[src/rtl/intc_pkg.sv]
// intc_pkg: shared constants for the machine-level interrupt source.
//   - Byte offsets of the memory-mapped registers (5-bit bus address space).
//   - Cause codes driven on irq_code, claim "none" id, mtimecmp reset value.
package intc_pkg;

  localparam logic [4:0] ADDR_MSIP        = 5'h00;
  localparam logic [4:0] ADDR_MTIMECMP_LO = 5'h04;
  localparam logic [4:0] ADDR_MTIMECMP_HI = 5'h08;
  localparam logic [4:0] ADDR_MTIME_LO    = 5'h0C;
  localparam logic [4:0] ADDR_MTIME_HI    = 5'h10;
  localparam logic [4:0] ADDR_EXT_PENDING = 5'h14;
  localparam logic [4:0] ADDR_EXT_ENABLE  = 5'h18;
  localparam logic [4:0] ADDR_CLAIM       = 5'h1C;

  typedef enum logic [3:0] {
    CAUSE_NONE = 4'd0,
    CAUSE_MSI  = 4'd3,
    CAUSE_MTI  = 4'd7,
    CAUSE_MEI  = 4'd11
  } cause_e;

  localparam logic [31:0] CLAIM_NONE   = 32'd0;
  localparam logic [63:0] MTIMECMP_RST = 64'hFFFF_FFFF_FFFF_FFFF;

endpackage

[src/rtl/intc_timer.sv]
// intc_timer: prescaled 64-bit mtime counter, mtimecmp register and comparator.
// Ports:
//   i_clk, i_rst          clock, synchronous active-low reset
//   i_wr_cmp_lo/hi        write strobes for the mtimecmp halves
//   i_wr_time_lo/hi       write strobes for the mtime halves
//   i_wdata               bus write data
//   o_mtime, o_mtimecmp   current register values (for bus reads)
//   o_mtip                mtime >= mtimecmp (unsigned, combinational)
module intc_timer
  import intc_pkg::*;
#(
  parameter int unsigned PRESCALE = 1
) (
  input  logic        i_clk,
  input  logic        i_rst,
  input  logic        i_wr_cmp_lo,
  input  logic        i_wr_cmp_hi,
  input  logic        i_wr_time_lo,
  input  logic        i_wr_time_hi,
  input  logic [31:0] i_wdata,
  output logic [63:0] o_mtime,
  output logic [63:0] o_mtimecmp,
  output logic        o_mtip
);

  localparam int unsigned PW = (PRESCALE > 1) ? $clog2(PRESCALE) : 1;
  localparam logic [PW-1:0] PRESC_MAX = PW'(PRESCALE - 1);

  logic [PW-1:0] r_presc;
  logic [63:0]   r_mtime;
  logic [63:0]   r_mtimecmp;
  logic          w_tick;
  logic [63:0]   w_mtime_inc;

  assign w_tick      = (r_presc == PRESC_MAX);
  assign w_mtime_inc = r_mtime + 64'd1;

  always_ff @(posedge i_clk) begin
    if (!i_rst) begin
      r_presc    <= '0;
      r_mtime    <= '0;
      r_mtimecmp <= MTIMECMP_RST;
    end else begin
      r_presc <= w_tick ? '0 : r_presc + PW'(1);
      // A bus write beats the tick; the other half is left untouched that cycle.
      if (i_wr_time_lo) begin
        r_mtime[31:0] <= i_wdata;
      end else if (i_wr_time_hi) begin
        r_mtime[63:32] <= i_wdata;
      end else if (w_tick) begin
        r_mtime <= w_mtime_inc;
      end
      if (i_wr_cmp_lo) r_mtimecmp[31:0]  <= i_wdata;
      if (i_wr_cmp_hi) r_mtimecmp[63:32] <= i_wdata;
    end
  end

  assign o_mtime    = r_mtime;
  assign o_mtimecmp = r_mtimecmp;
  assign o_mtip     = (r_mtime >= r_mtimecmp);

endmodule

[src/rtl/intc_irq_source.sv]
// intc_irq_source: machine-level interrupt source (MTIP, MSIP, MEIP) for the
// exception unit, accessed as a memory-mapped peripheral.
// Optional build macro: INTC_EDGE_TRIG_EN makes the external gateway rising-edge
// triggered (adds one ext_irq_q flop per source); default is level mode.
// Ports:
//   i_clk, i_rst       clock, synchronous active-low reset
//   i_bus_en/we        access strobe and direction (1 = write)
//   i_bus_addr         byte offset, bits [1:0] ignored
//   i_bus_wdata        write data
//   o_bus_rdata        registered read data
//   o_bus_rvalid       pulses one cycle after a read
//   i_ext_irq          external requests, source id = index + 1
//   o_interrupt        registered OR of active causes
//   o_irq_code         registered highest-priority cause (MEI > MSI > MTI)
module intc_irq_source
  import intc_pkg::*;
#(
  parameter int unsigned N_SRC    = 4,
  parameter int unsigned PRESCALE = 1
) (
  input  logic             i_clk,
  input  logic             i_rst,
  input  logic             i_bus_en,
  input  logic             i_bus_we,
  input  logic [4:0]       i_bus_addr,
  input  logic [31:0]      i_bus_wdata,
  output logic [31:0]      o_bus_rdata,
  output logic             o_bus_rvalid,
  input  logic [N_SRC-1:0] i_ext_irq,
  output logic             o_interrupt,
  output logic [3:0]       o_irq_code
);

  logic             w_rd, w_wr;
  logic [4:0]       w_sel;
  logic [63:0]      w_mtime, w_mtimecmp;
  logic             w_mtip, w_meip;
  logic [N_SRC-1:0] w_req, w_set, w_claim_oh, w_cmpl_oh;
  logic [N_SRC-1:0] w_pending_d, w_in_service_d;
  logic [31:0]      w_claim_id, w_rdata;
  logic             w_found;
  cause_e           w_irq_code;

  logic             r_msip;
  logic [N_SRC-1:0] r_enable, r_pending, r_in_service;
  logic [31:0]      r_rdata;
  logic             r_rvalid, r_interrupt;
  cause_e           r_irq_code;

  assign w_rd  = i_bus_en & ~i_bus_we;
  assign w_wr  = i_bus_en & i_bus_we;
  assign w_sel = i_bus_addr & 5'b11100;

  intc_timer #(
    .PRESCALE (PRESCALE)
  ) u_timer (
    .i_clk        (i_clk),
    .i_rst        (i_rst),
    .i_wr_cmp_lo  (w_wr && (w_sel == ADDR_MTIMECMP_LO)),
    .i_wr_cmp_hi  (w_wr && (w_sel == ADDR_MTIMECMP_HI)),
    .i_wr_time_lo (w_wr && (w_sel == ADDR_MTIME_LO)),
    .i_wr_time_hi (w_wr && (w_sel == ADDR_MTIME_HI)),
    .i_wdata      (i_bus_wdata),
    .o_mtime      (w_mtime),
    .o_mtimecmp   (w_mtimecmp),
    .o_mtip       (w_mtip)
  );

`ifdef INTC_EDGE_TRIG_EN
  logic [N_SRC-1:0] r_ext_irq_q;

  always_ff @(posedge i_clk) begin
    if (!i_rst) r_ext_irq_q <= '0;
    else        r_ext_irq_q <= i_ext_irq;
  end

  // Edges arriving while the source is in service are dropped.
  assign w_set = i_ext_irq & ~r_ext_irq_q & ~r_in_service;
`else
  assign w_set = i_ext_irq & ~r_in_service;
`endif

  assign w_req  = r_pending & r_enable;
  assign w_meip = |w_req;

  // Claim picks the lowest enabled pending source; complete clears in_service.
  always_comb begin
    w_found    = 1'b0;
    w_claim_id = CLAIM_NONE;
    w_claim_oh = '0;
    w_cmpl_oh  = '0;
    for (int i = 0; i < int'(N_SRC); i++) begin
      if (w_req[i] && !w_found) begin
        w_found       = 1'b1;
        w_claim_id    = 32'(i + 1);
        w_claim_oh[i] = w_rd && (w_sel == ADDR_CLAIM);
      end
      w_cmpl_oh[i] = w_wr && (w_sel == ADDR_CLAIM) && (i_bus_wdata == 32'(i + 1)) &&
                     r_in_service[i];
    end
  end

  // Claim wins over a simultaneous set, so the source re-arms only after complete.
  assign w_pending_d    = (r_pending | w_set) & ~w_claim_oh;
  assign w_in_service_d = (r_in_service | w_claim_oh) & ~w_cmpl_oh;

  always_comb begin
    w_rdata = '0;
    case (w_sel)
      ADDR_MSIP:        w_rdata[0] = r_msip;
      ADDR_MTIMECMP_LO: w_rdata = w_mtimecmp[31:0];
      ADDR_MTIMECMP_HI: w_rdata = w_mtimecmp[63:32];
      ADDR_MTIME_LO:    w_rdata = w_mtime[31:0];
      ADDR_MTIME_HI:    w_rdata = w_mtime[63:32];
      ADDR_EXT_PENDING: w_rdata[N_SRC-1:0] = r_pending;
      ADDR_EXT_ENABLE:  w_rdata[N_SRC-1:0] = r_enable;
      ADDR_CLAIM:       w_rdata = w_claim_id;
      default:          w_rdata = '0;
    endcase
  end

  always_comb begin
    if (w_meip)      w_irq_code = CAUSE_MEI;
    else if (r_msip) w_irq_code = CAUSE_MSI;
    else if (w_mtip) w_irq_code = CAUSE_MTI;
    else             w_irq_code = CAUSE_NONE;
  end

  always_ff @(posedge i_clk) begin
    if (!i_rst) begin
      r_msip       <= 1'b0;
      r_enable     <= '0;
      r_pending    <= '0;
      r_in_service <= '0;
      r_rdata      <= '0;
      r_rvalid     <= 1'b0;
      r_interrupt  <= 1'b0;
      r_irq_code   <= CAUSE_NONE;
    end else begin
      if (w_wr && (w_sel == ADDR_MSIP))       r_msip   <= i_bus_wdata[0];
      if (w_wr && (w_sel == ADDR_EXT_ENABLE)) r_enable <= i_bus_wdata[N_SRC-1:0];
      r_pending    <= w_pending_d;
      r_in_service <= w_in_service_d;
      r_rvalid     <= w_rd;
      if (w_rd) r_rdata <= w_rdata;
      r_interrupt  <= w_meip | r_msip | w_mtip;
      r_irq_code   <= w_irq_code;
    end
  end

  assign o_bus_rdata  = r_rdata;
  assign o_bus_rvalid = r_rvalid;
  assign o_interrupt  = r_interrupt;
  assign o_irq_code   = r_irq_code;

endmodule
[config.mk]
export PLATFORM = sky130hd
export DESIGN_NAME = intc_irq_source
export DESIGN_NICKNAME = d
export VERILOG_FILES = /design/src/rtl/intc_pkg.sv /design/src/rtl/intc_timer.sv /design/src/rtl/intc_irq_source.sv
export SDC_FILE = /design/constraint.sdc
export NUM_CORES = 1
export LEC_CHECK = 0
export CAP_MARGIN = 20
export CORE_AREA = 2 2 134 201
export DETAILED_ROUTE_END_ITERATION = 16
export DIE_AREA = 0 0 136 203
export HOLD_SLACK_MARGIN = 0.12
export PLACE_DENSITY = 0.65
export SYNTH_ARGS = -nofsm -noshare
export SYNTH_HDL_FRONTEND = slang
export SYNTH_SLANG_ARGS = --single-unit
[constraint.sdc]
create_clock -name i_clk -period 2.85 [get_ports i_clk]
set_input_delay 0.57 -clock i_clk [delete_from_list [all_inputs] [get_ports i_clk]]
set_output_delay 0.57 -clock i_clk [all_outputs]
set_load 0.005 [all_outputs]
==> reports/qor.txt, run 1 <==
Inst Count DP: 1691
Avg Inst Size Synth: 8.01 µm²
Clock Latency Late Sink: 0.46 ns
CTS tree: yes
Clock transition at path regs: 0.08 ns
Clock Tree Root: clkbuf_16
Design Power: 5.70 mW
Largest net degree at the start of global routing: 55
Power share of the combinational group: 0.105
Net Sw Power: 1.50 mW
Max Slew Vio Count: 0
Unrepaired setup endpoints after global routing: no
Via density: 5.88
First-pass iteration count of the detailed router: 7
First-pass GRT wire length: 53100 µm
Die Area: 27600 µm²
CP Capture Type: flip-flop
Setup TNS: 0 ns
Power per cell area: 457 nW/µm²
Post-CTS Setup Repair Bufs: 0
Number of synthesized flops with an enable pin: 0
Vias in the first global route: 9669
Min-delay worst type: reg -> reg
DRC Markers: 0
Total CTS buffers: 17
Worst vdd ir: 0.444 mV
DRT met1 WL: 13400 µm
Leakage: 5.13 nW
Synth async-reset ratio: 0
Gp weighted congestion: 0.901
Synth cell types: 69
Row count: 72
Worst reg2reg path endpoint: u_timer.o_mtime[57]
Worst Path Arrival: 2.97 ns
Initial Util: 0.394
Max-Cap Viols: 0
Clock sink total: 179
Cells after synthesis: 1267
Nature of the critical path startpoint: flip-flop
Fin crit share: 0.908
Final Net Count: 1487
Main flop type after synthesis: dfxtp_1
Horiz. Die Dim: 136 µm
DR iter-0 viols: 929
Initial antenna violation count: 0
Commonest non-fill, non-tap cell in the layout: dfxtp_1
Antenna Cells: 0
Tightest Pin Transition: 0.788 ns
Commonest non-fill, non-tap cells in the layout: 179 x dfxtp_1, 124 x nand2_1, 124 x a21oi_1
Internal power: 4.20 mW
Final Hold Viols: 0
Synth-to-layout area growth: 22.9%
CP endpoint: u_timer.o_mtime[57]
Detail Route Antenna Nets: 0
H-tree Lvls: 4
Post-CTS Resized: 0
Drt total wl: 33400 µm
FF+latch count, synth: 179
Fmax: 387 MHz
Clock power share: 0.435
Core box area: 25800 µm²
Layout Cells excl Fill: 1723
Sequential power share: 0.460
GRT overflow: 0
WS Path Type: reg -> reg
Die Ht: 203 µm
Total Routing Usage GR: 0.248
I/O pins: 83
Switching Share: 0.263
Final min period: 2.59 ns
Crit Path Max Fanout: 6
Max Used Layer: met4
Synthesized area: 10100 µm²
PortBufs: 80
Synth Net Count: 1377
Worst slew margin relative to its limit: 0.470
Avg WL per Cell: 19.4 µm
Vias: 10136
Met2 WL: 17400 µm
Worst Setup SP: u_timer.o_mtime[20]
Final setup vio count: 0
Share of cells above drive strength 1: 0.112
Status: finished clean
Sequential share of the synthesized area: 0.353
Yosys warnings: 0
Setup slack, reg-to-reg: 0.26 ns
HPWL Detailed: 24700 µm
Hold-fix buffers, CTS: 0
Routed length on met3: 1320 µm
Data required time at the worst endpoint: 3.24 ns
Final core occ: 0.484
R2R depth: 6
Max clock buf depth: 2
Worst Skew: 0.0136 ns
Launching point of the worst reg2reg path: u_timer.o_mtime[20]
[routing by layer]
metal  track usage  up-vias
met3        0.0297       72
met4         0.113        0
met1         0.291     4820
li1              -     4908
met2         0.443      336
met5             0        -
[worst max-delay path, cell delays in order, from the launching register on]
cell	delay, ns
dfxtp_1	0.44
nand4_1	0.28
nor4_4	0.63
nand4_4	0.15
or4_1	0.53
or3_1	0.32
a31oi_1	0.15
[power groups by stage]
stage	logic [mW]	clock network [mW]	registers (mW)
2_1_floorplan	0.287	0	2.66
3_3_place_gp	0.584	0	2.68
3_5_place_dp	0.591	0	2.68
4_1_cts	0.595	2.52	2.62
5_1_grt	0.648	2.61	2.63
6_report	0.596	2.48	2.62
[final cells by class]
cell class	instances	area, µm²
Sequential cell	179	3580
Timing Repair Buffer	181	1600
Tap cell	333	417
Fill cell	2554	13300
Clock buffer	20	467
Inverter	83	312
Clock inverter	12	145
Multi-Input combinational cell	915	5940
[cells in the mapped netlist, drive strengths merged, types with 13 or more instances]
master | n | area share
dfxtp | 179 | 0.35
nand2 | 125 | 0.046
a21oi | 124 | 0.061
nor2 | 99 | 0.037
inv | 82 | 0.030
o211ai | 77 | 0.057
clkbuf | 76 | 0.028
a22oi | 69 | 0.051
ha | 65 | 0.080
o21ai | 42 | 0.021
nand4 | 34 | 0.023
nand3 | 31 | 0.015
nor3 | 30 | 0.015
a211oi | 22 | 0.016
nor4 | 20 | 0.015
xnor2 | 18 | 0.016
a31oi | 15 | 0.0093
buf | 14 | 0.0059
and4 | 13 | 0.011
[worst min-delay path by stage]
| stage | startpoint | to | slack [ns] | cells after the start |
|---|---|---|---|---|
| 2_1_floorplan | o_bus_rdata[2] | o_bus_rdata[2] | 0.46 | 2 |
| 3_3_place_gp | o_bus_rdata[24] | o_bus_rdata[24] | 0.47 | 2 |
| 3_5_place_dp | o_bus_rdata[2] | o_bus_rdata[2] | 0.47 | 2 |
| 4_1_cts | o_bus_rdata[2] | o_bus_rdata[2] | 0.48 | 2 |
| 5_1_grt | o_bus_rdata[2] | o_bus_rdata[2] | 0.50 | 2 |
| 6_report | o_bus_rdata[2] | o_bus_rdata[2] | 0.48 | 2 |
[state kept, by name, summed over array words and instances, names as in the netlist]
signal,flops
r_pending,4
r_enable,4
o_irq_code,3
o_interrupt,1
u_timer.o_mtimecmp,64
r_msip,1
u_timer.o_mtime,64
u_timer.r_presc,1
o_bus_rvalid,1
r_in_service,4
o_bus_rdata,32
[through the flow]
step / setup slack [ns] / hold slack (ns) / area [µm²]
after floorplan: 0.411 / 0.463 / 10100
after global placement: -0.188 / 0.465 / 11900
after detailed placement: -0.172 / 0.473 / 11900
after CTS: 0.252 / 0.482 / 12500
after global routing: 0.159 / 0.495 / 12500
final: 0.263 / 0.481 / 12500
[logic make-up (layout without fill, tap and decap cells)]
logic type	Yosys count	count (layout)	synth area share
AO/OA/AOI/OAI	415	415	0.273
XOR/XNOR	28	28	0.0242
adder cells (fa/ha/maj)	65	65	0.0802
buffers and inverters	173	296	0.0650
flip-flops	179	179	0.353
multiplexers	10	10	0.0125
other	1	1	0.000370
AND/OR/NAND/NOR	396	396	0.192
(Power assumes the default switching activity.)
==> run 2, diff against run 1 <==
--- a/config.mk
+++ b/config.mk
@@ -9,8 +9,7 @@
 export CORE_AREA = 2 2 134 201
 export DETAILED_ROUTE_END_ITERATION = 16
 export DIE_AREA = 0 0 136 203
-export HOLD_SLACK_MARGIN = 0.12
-export PLACE_DENSITY = 0.65
+export PLACE_DENSITY = 0.67
 export SYNTH_ARGS = -nofsm -noshare
 export SYNTH_HDL_FRONTEND = slang
 export SYNTH_SLANG_ARGS = --single-unit
==> constraint.sdc (replaced) <==
create_clock -name i_clk -period 2.25 [get_ports i_clk]
set_input_delay 0.45 -clock i_clk [delete_from_list [all_inputs] [get_ports i_clk]]
set_output_delay 0.45 -clock i_clk [all_outputs]
set_load 0.005 [all_outputs]
==> reports/qor.txt, run 2 (synthesized netlist as in run 1, its figures left out) <==
Status: complete, but fails checks
Failing checks: negative setup slack
Commonest non-fill, non-tap cells in the layout: 223 x buf_4, 148 x dfxtp_1, 123 x nand2_1
Crit path max-delay family: simple AND/OR/NAND/NOR gates
Number of buffers and inverters on the critical path: 1 (+1)
Worst hold margin: 0.360 ns (-0.121 ns)
Row count: 72 (unchanged)
Commonest non-fill, non-tap cell in the layout: buf_4
Gp weighted congestion: 0.923 (+2.4%)
Worst Skew: 0.00984 ns (-0.00380 ns)
Vias: 10818 (+6.7%)
Crit Path Max Fanout: 3 (-3)
Die Ht: 203 µm (unchanged)
Avg WL per Cell: 19.4 µm (-0.15%)
Min-delay worst type: in -> reg
PortBufs: 80 (unchanged)
Placed inst area: 12800 µm² (+8.2%)
Launching point of the worst reg2reg path: u_timer.o_mtimecmp[34]
GRT overflow: 0 (unchanged)
Routed length on met3: 1330 µm (+0.98%)
Final Net Count: 1617 (+8.7%)
Design Power: 7.34 mW (+29%)
HPWL Detailed: 26300 µm (+6.3%)
First-pass GRT wire length: 56200 µm (+6.0%)
Clock Tree Root: clkbuf_16
Worst vdd ir: 0.565 mV (+27%)
Leakage: 5.74 nW (+12%)
DRT met1 WL: 14000 µm (+4.5%)
Largest net degree at the start of global routing: 51 (-7.3%)
CP Capture Type: flip-flop
Area of the multi-input gates: 6260 µm² (+5.5%)
Met2 WL: 19000 µm (+9.0%)
Drt total wl: 35900 µm (+7.4%)
Initial Util: 0.394 (unchanged)
Clock transition at path regs: 0.07 ns (about the same)
DRC Markers: 0 (unchanged)
Horiz. Die Dim: 136 µm (unchanged)
R2R depth: 7 (+1)
Die Area: 27600 µm² (unchanged)
CTS tree: yes
Nature of the critical path startpoint: flip-flop
Max Slew Vio Count: 0 (unchanged)
FILL cells: 2404 (-5.9%)
Clock Latency Late Sink: 0.45 ns (about the same)
Detail Route Antenna Nets: 0 (unchanged)
Final setup vio count: 2 (+2)
Max Used Layer: met4
Worst slew margin relative to its limit: 0.619 (+0.150)
Total Routing Usage GR: 0.261 (+0.0137)
Via density: 5.84 (-0.76%)
Data required time at the worst endpoint: 2.63 ns (-0.61 ns)
I/O pins: 83 (unchanged)
Vias in the first global route: 10603 (+9.7%)
Max-Cap Viols: 0 (unchanged)
Clock sink total: 179 (unchanged)
Total CTS buffers: 17 (unchanged)
Final min period: 2.27 ns (-0.312 ns)
DR iter-0 viols: 947 (+1.9%)
WS Path Type: reg -> reg
Synth-to-layout area growth: 36.5%
Core box area: 25800 µm² (unchanged)
CP endpoint: o_interrupt
Fin crit share: 1.01 (+0.103)
Max clock buf depth: 2 (unchanged)
Antenna Cells: 0 (unchanged)
Crit path depth: 7 (+1)
H-tree Lvls: 4 (unchanged)
First-pass iteration count of the detailed router: 7 (unchanged)
Worst reg2reg path endpoint: o_interrupt
Initial antenna violation count: 0 (unchanged)
Fmax: 440 MHz (+14%)
CP cell instances: inv_1, ha_1, nand4_1, or4_4, or3_1, o32a_1, a31oi_1
Worst Setup SP: u_timer.o_mtimecmp[34]
Tightest Pin Transition: 0.571 ns (-0.218 ns)
Register area: 3630 µm² (+1.3%)
Power per cell area: 530 nW/µm² (+16%)
Final setup margin: -0.0250 ns (-0.288 ns)
Final Hold Viols: 0 (unchanged)
Crit-path max cell delay: 0.56 ns (-0.07 ns)
Final instance area: 13800 µm² (+11%)
Share of cells above drive strength 1: 0.239 (+0.128)
CP max stage cell: or4_4
Setup slack, reg-to-reg: -0.02 ns (-0.29 ns)
Unrepaired setup endpoints after global routing: yes
Worst Path Arrival: 2.65 ns (-0.32 ns)
run 2: changes by cell type in the layout (fill, tap and decap cells not counted), sizes merged:
| cell | before | now |
|---|---|---|
| buf | 102 | 232 |
| clkinvlp | 1 | 4 |
| bufinv | 2 | 3 |
| inv | 87 | 85 |
| clkinv | 5 | 2 |
| clkbuf | 20 | 21 |
run 2: how the worst min path moves through the flow:
stage                          endpoint  cells after the start            from
floorplan                o_bus_rdata[2]                      2  o_bus_rdata[2]
global placement         o_bus_rdata[2]                      2  o_bus_rdata[2]
detailed placement       o_bus_rdata[2]                      2  o_bus_rdata[2]
CTS                 u_timer.o_mtime[60]                      3           i_rst
global route        u_timer.o_mtime[58]                      3           i_rst
finish              u_timer.o_mtime[60]                      3           i_rst
run 2: final cells by class:
class                           count  share of cell area
Tap cell                          333              0.0301
Inverter                           83              0.0225
Sequential cell                   179               0.262
Clock buffer                       21              0.0333
Multi-Input combinational cell    915               0.452
Clock inverter                     11              0.0109
Timing Repair Buffer              311               0.189
run 2: report_power, final:
group	switching (mW)	internal (mW)
clock	1.35	1.81
combinational	0.474	0.393
sequential	0.0670	3.24
run 2: what timing repair did:
action / 4_1_cts / 5_1_grt
resized for setup: 45 / 46
cloned: 0 / 0
pin swaps: 34 / 10
buffers inserted: 3 / 1
hold buffers: 0 / 0
setup endpoints to repair: 18 / 29
run 2: worst register-to-register path, cell delays in order (launching register included):
cell	delay (ns)
dfxtp_1	0.34
inv_1	0.07
ha_1	0.30
nand4_1	0.14
or4_4	0.56
or3_1	0.32
o32a_1	0.27
a31oi_1	0.21
run 2: per-layer routing:
metal / vias to the layer above / track usage
li1: 5160 / -
met1: 5223 / 0.291
met2: 344 / 0.477
met3: 91 / 0.0365
met4: 0 / 0.132
met5: - / 0
run 2: per-stage QoR:
| step | worst slack, ns | util | instances | TNS [ns] |
|---|---|---|---|---|
| 3_5_place_dp | -0.469 | 0.498 | 1817 | -32.72 |
| 4_1_cts | -0.0268 | 0.530 | 1852 | -0.0611 |
| 6_report | -0.0250 | 0.537 | 1853 | -0.0416 |
| 3_3_place_gp | -0.440 | 0.498 | 1817 | -28.40 |
| 2_1_floorplan | 0.0318 | - | 1267 | 0 |
| 5_1_grt | -0.110 | 0.537 | 1853 | -0.281 |
==> run 3, diff against run 2 <==
--- a/config.mk
+++ b/config.mk
@@ -10,6 +10,7 @@
 export DETAILED_ROUTE_END_ITERATION = 16
 export DIE_AREA = 0 0 136 203
 export PLACE_DENSITY = 0.67
+export SETUP_SLACK_MARGIN = 0.3
 export SYNTH_ARGS = -nofsm -noshare
 export SYNTH_HDL_FRONTEND = slang
 export SYNTH_SLANG_ARGS = --single-unit
==> reports/qor.txt, run 3 (synthesized netlist as in run 1, its figures left out) <==
Avg WL per Cell: 20.1 µm (+4.0%)
Clock transition at path regs: 0.08 ns (about the same)
First-pass iteration count of the detailed router: 6 (-1)
GRT overflow: 0 (unchanged)
Status: complete, but fails checks
Largest net degree at the start of global routing: 65 (+27%)
Max-Cap Viols: 0 (unchanged)
CP Capture Type: flip-flop
Data required time at the worst endpoint: 2.55 ns (-0.08 ns)
Row count: 72 (unchanged)
Detail Route Antenna Nets: 0 (unchanged)
Total Routing Usage GR: 0.264 (+0.00248)
WS Path Type: reg -> reg
Clock Tree Root: clkbuf_16
Failing checks: negative setup slack
HPWL Detailed: 26200 µm (-0.39%)
Crit Path Max Fanout: 3 (unchanged)
Worst vdd ir: 0.532 mV (-5.9%)
Initial antenna violation count: 0 (unchanged)
FILL cells: 2277 (-5.3%)
Drt total wl: 37100 µm (+3.4%)
Via density: 6.05 (+3.6%)
Final Net Count: 1606 (-0.68%)
Clock Latency Late Sink: 0.45 ns (about the same)
Vias in the first global route: 10830 (+2.1%)
Initial Util: 0.394 (unchanged)
Final setup margin: -0.139 ns (-0.114 ns)
Total CTS buffers: 17 (unchanged)
Vias: 11137 (+2.9%)
Die Ht: 203 µm (unchanged)
Die Area: 27600 µm² (unchanged)
Register area: 3700 µm² (+1.9%)
I/O pins: 83 (unchanged)
Fmax: 419 MHz (-4.8%)
Final Hold Viols: 0 (unchanged)
Nature of the critical path startpoint: flip-flop
DR iter-0 viols: 996 (+5.2%)
Core box area: 25800 µm² (unchanged)
Worst hold margin: 0.438 ns (+0.0780 ns)
Horiz. Die Dim: 136 µm (unchanged)
Commonest non-fill, non-tap cells in the layout: 187 x buf_4, 124 x dfxtp_1, 122 x nand2_1
First-pass GRT wire length: 57100 µm (+1.5%)
Antenna Cells: 0 (unchanged)
Beginning of the worst hold path: i_bus_wdata[22]
Fin crit share: 1.06 (+0.0507)
Tightest Pin Transition: 0.750 ns (+0.179 ns)
Worst Path Arrival: 2.69 ns (+0.04 ns)
Placed inst area: 12700 µm² (-1.3%)
CTS tree: yes
Worst Skew: 0.0114 ns (+0.00155 ns)
Power per cell area: 487 nW/µm² (-8.2%)
Hold-fix buffers, CTS: 0 (unchanged)
Launching point of the worst reg2reg path: u_timer.o_mtimecmp[51]
Commonest non-fill, non-tap cell in the layout: buf_4
Share of cells above drive strength 1: 0.305 (+0.0654)
Unrepaired setup endpoints after global routing: yes
Gp weighted congestion: 0.949 (+2.9%)
Leakage: 6.01 nW (+4.6%)
Final min period: 2.39 ns (+0.114 ns)
PortBufs: 80 (unchanged)
Synth-to-layout area growth: 43.1%
Final instance area: 14500 µm² (+4.9%)
H-tree Lvls: 4 (unchanged)
DRC Markers: 0 (unchanged)
Clock sink total: 179 (unchanged)
Min-delay worst type: in -> reg
Max clock buf depth: 2 (unchanged)
Max Slew Vio Count: 0 (unchanged)
Final core occ: 0.564 (+0.0261)
Final setup vio count: 3 (+1)
Worst Setup SP: u_timer.o_mtimecmp[51]
Area of the multi-input gates: 6870 µm² (+9.7%)
Setup slack, reg-to-reg: -0.14 ns (-0.11 ns)
Worst slew margin relative to its limit: 0.500 (-0.119)
run 3: changes by cell type in the layout (fill, tap and decap cells not counted), sizes merged:
cell,previous run,this run
dlygate4sd2,0,5
dlymetal6s2s,0,3
bufinv,3,0
clkinv,2,4
buf,232,221
clkbuf,21,19
inv,85,88
clkdlybuf4s50,79,71
run 3: what timing repair did:
action | in CTS | in global routing
setup endpoints to repair | 67 | 61
setup buffers | 23 | 18
gates resized for setup | 113 | 138
cloned | 2 | 0
pin swaps | 46 | 73
run 3: stage by stage:
| step | TNS [ns] | power (mW) | std cells | setup WS, ns |
|---|---|---|---|---|
| after floorplan | 0 | 3.75 | 1267 | 0.0402 |
| after global placement | -23.05 | 4.20 | 1767 | -0.345 |
| after detailed placement | -25.58 | 4.21 | 1767 | -0.388 |
| after CTS | -0.289 | 7.03 | 1824 | -0.101 |
| after global routing | -0.530 | 7.29 | 1842 | -0.220 |
| final | -0.383 | 7.07 | 1842 | -0.139 |
run 3: metal layers:
layer / global-route usage / vias up / share of wire
met5: 0 / - / 0
met4: 0.174 / 0 / 0.073
met3: 0.0397 / 151 / 0.046
met2: 0.462 / 453 / 0.51
met1: 0.291 / 5395 / 0.37
li1: - / 5138 / -
run 3: layout make-up:
type / count / share of cell area
clock buffer: 19 / 0.0305
timing repair buffer: 300 / 0.184
multi-input combinational: 915 / 0.473
clock inverter: 13 / 0.00698
sequential: 179 / 0.255
inverter: 83 / 0.0215
tap: 333 / 0.0287
run 3: worst max-delay path, cell delays in order, from the launching register on:
cell and delay (ns):
dfxtp_2 0.34, inv_2 0.06, ha_4 0.22, nand4_1 0.18, nor2_2 0.07, a22o_1 0.24
o41a_1 0.55, a2111oi_4 0.45, a31oi_1 0.14
run 3: path summary, 6_finish.rpt:
kind,end,cells past startpoint
hold reg to reg,o_bus_rdata[2],2
setup reg to reg,o_interrupt,8
hold / removal,u_timer.o_mtimecmp[54],4
setup / recovery,o_interrupt,8
run 3: report_power, final:
| group | internal, mW | switching (mW) |
|---|---|---|
| Combinational | 0.403 | 0.500 |
| Sequential | 3.23 | 0.0726 |
| Clock | 1.46 | 1.40 |
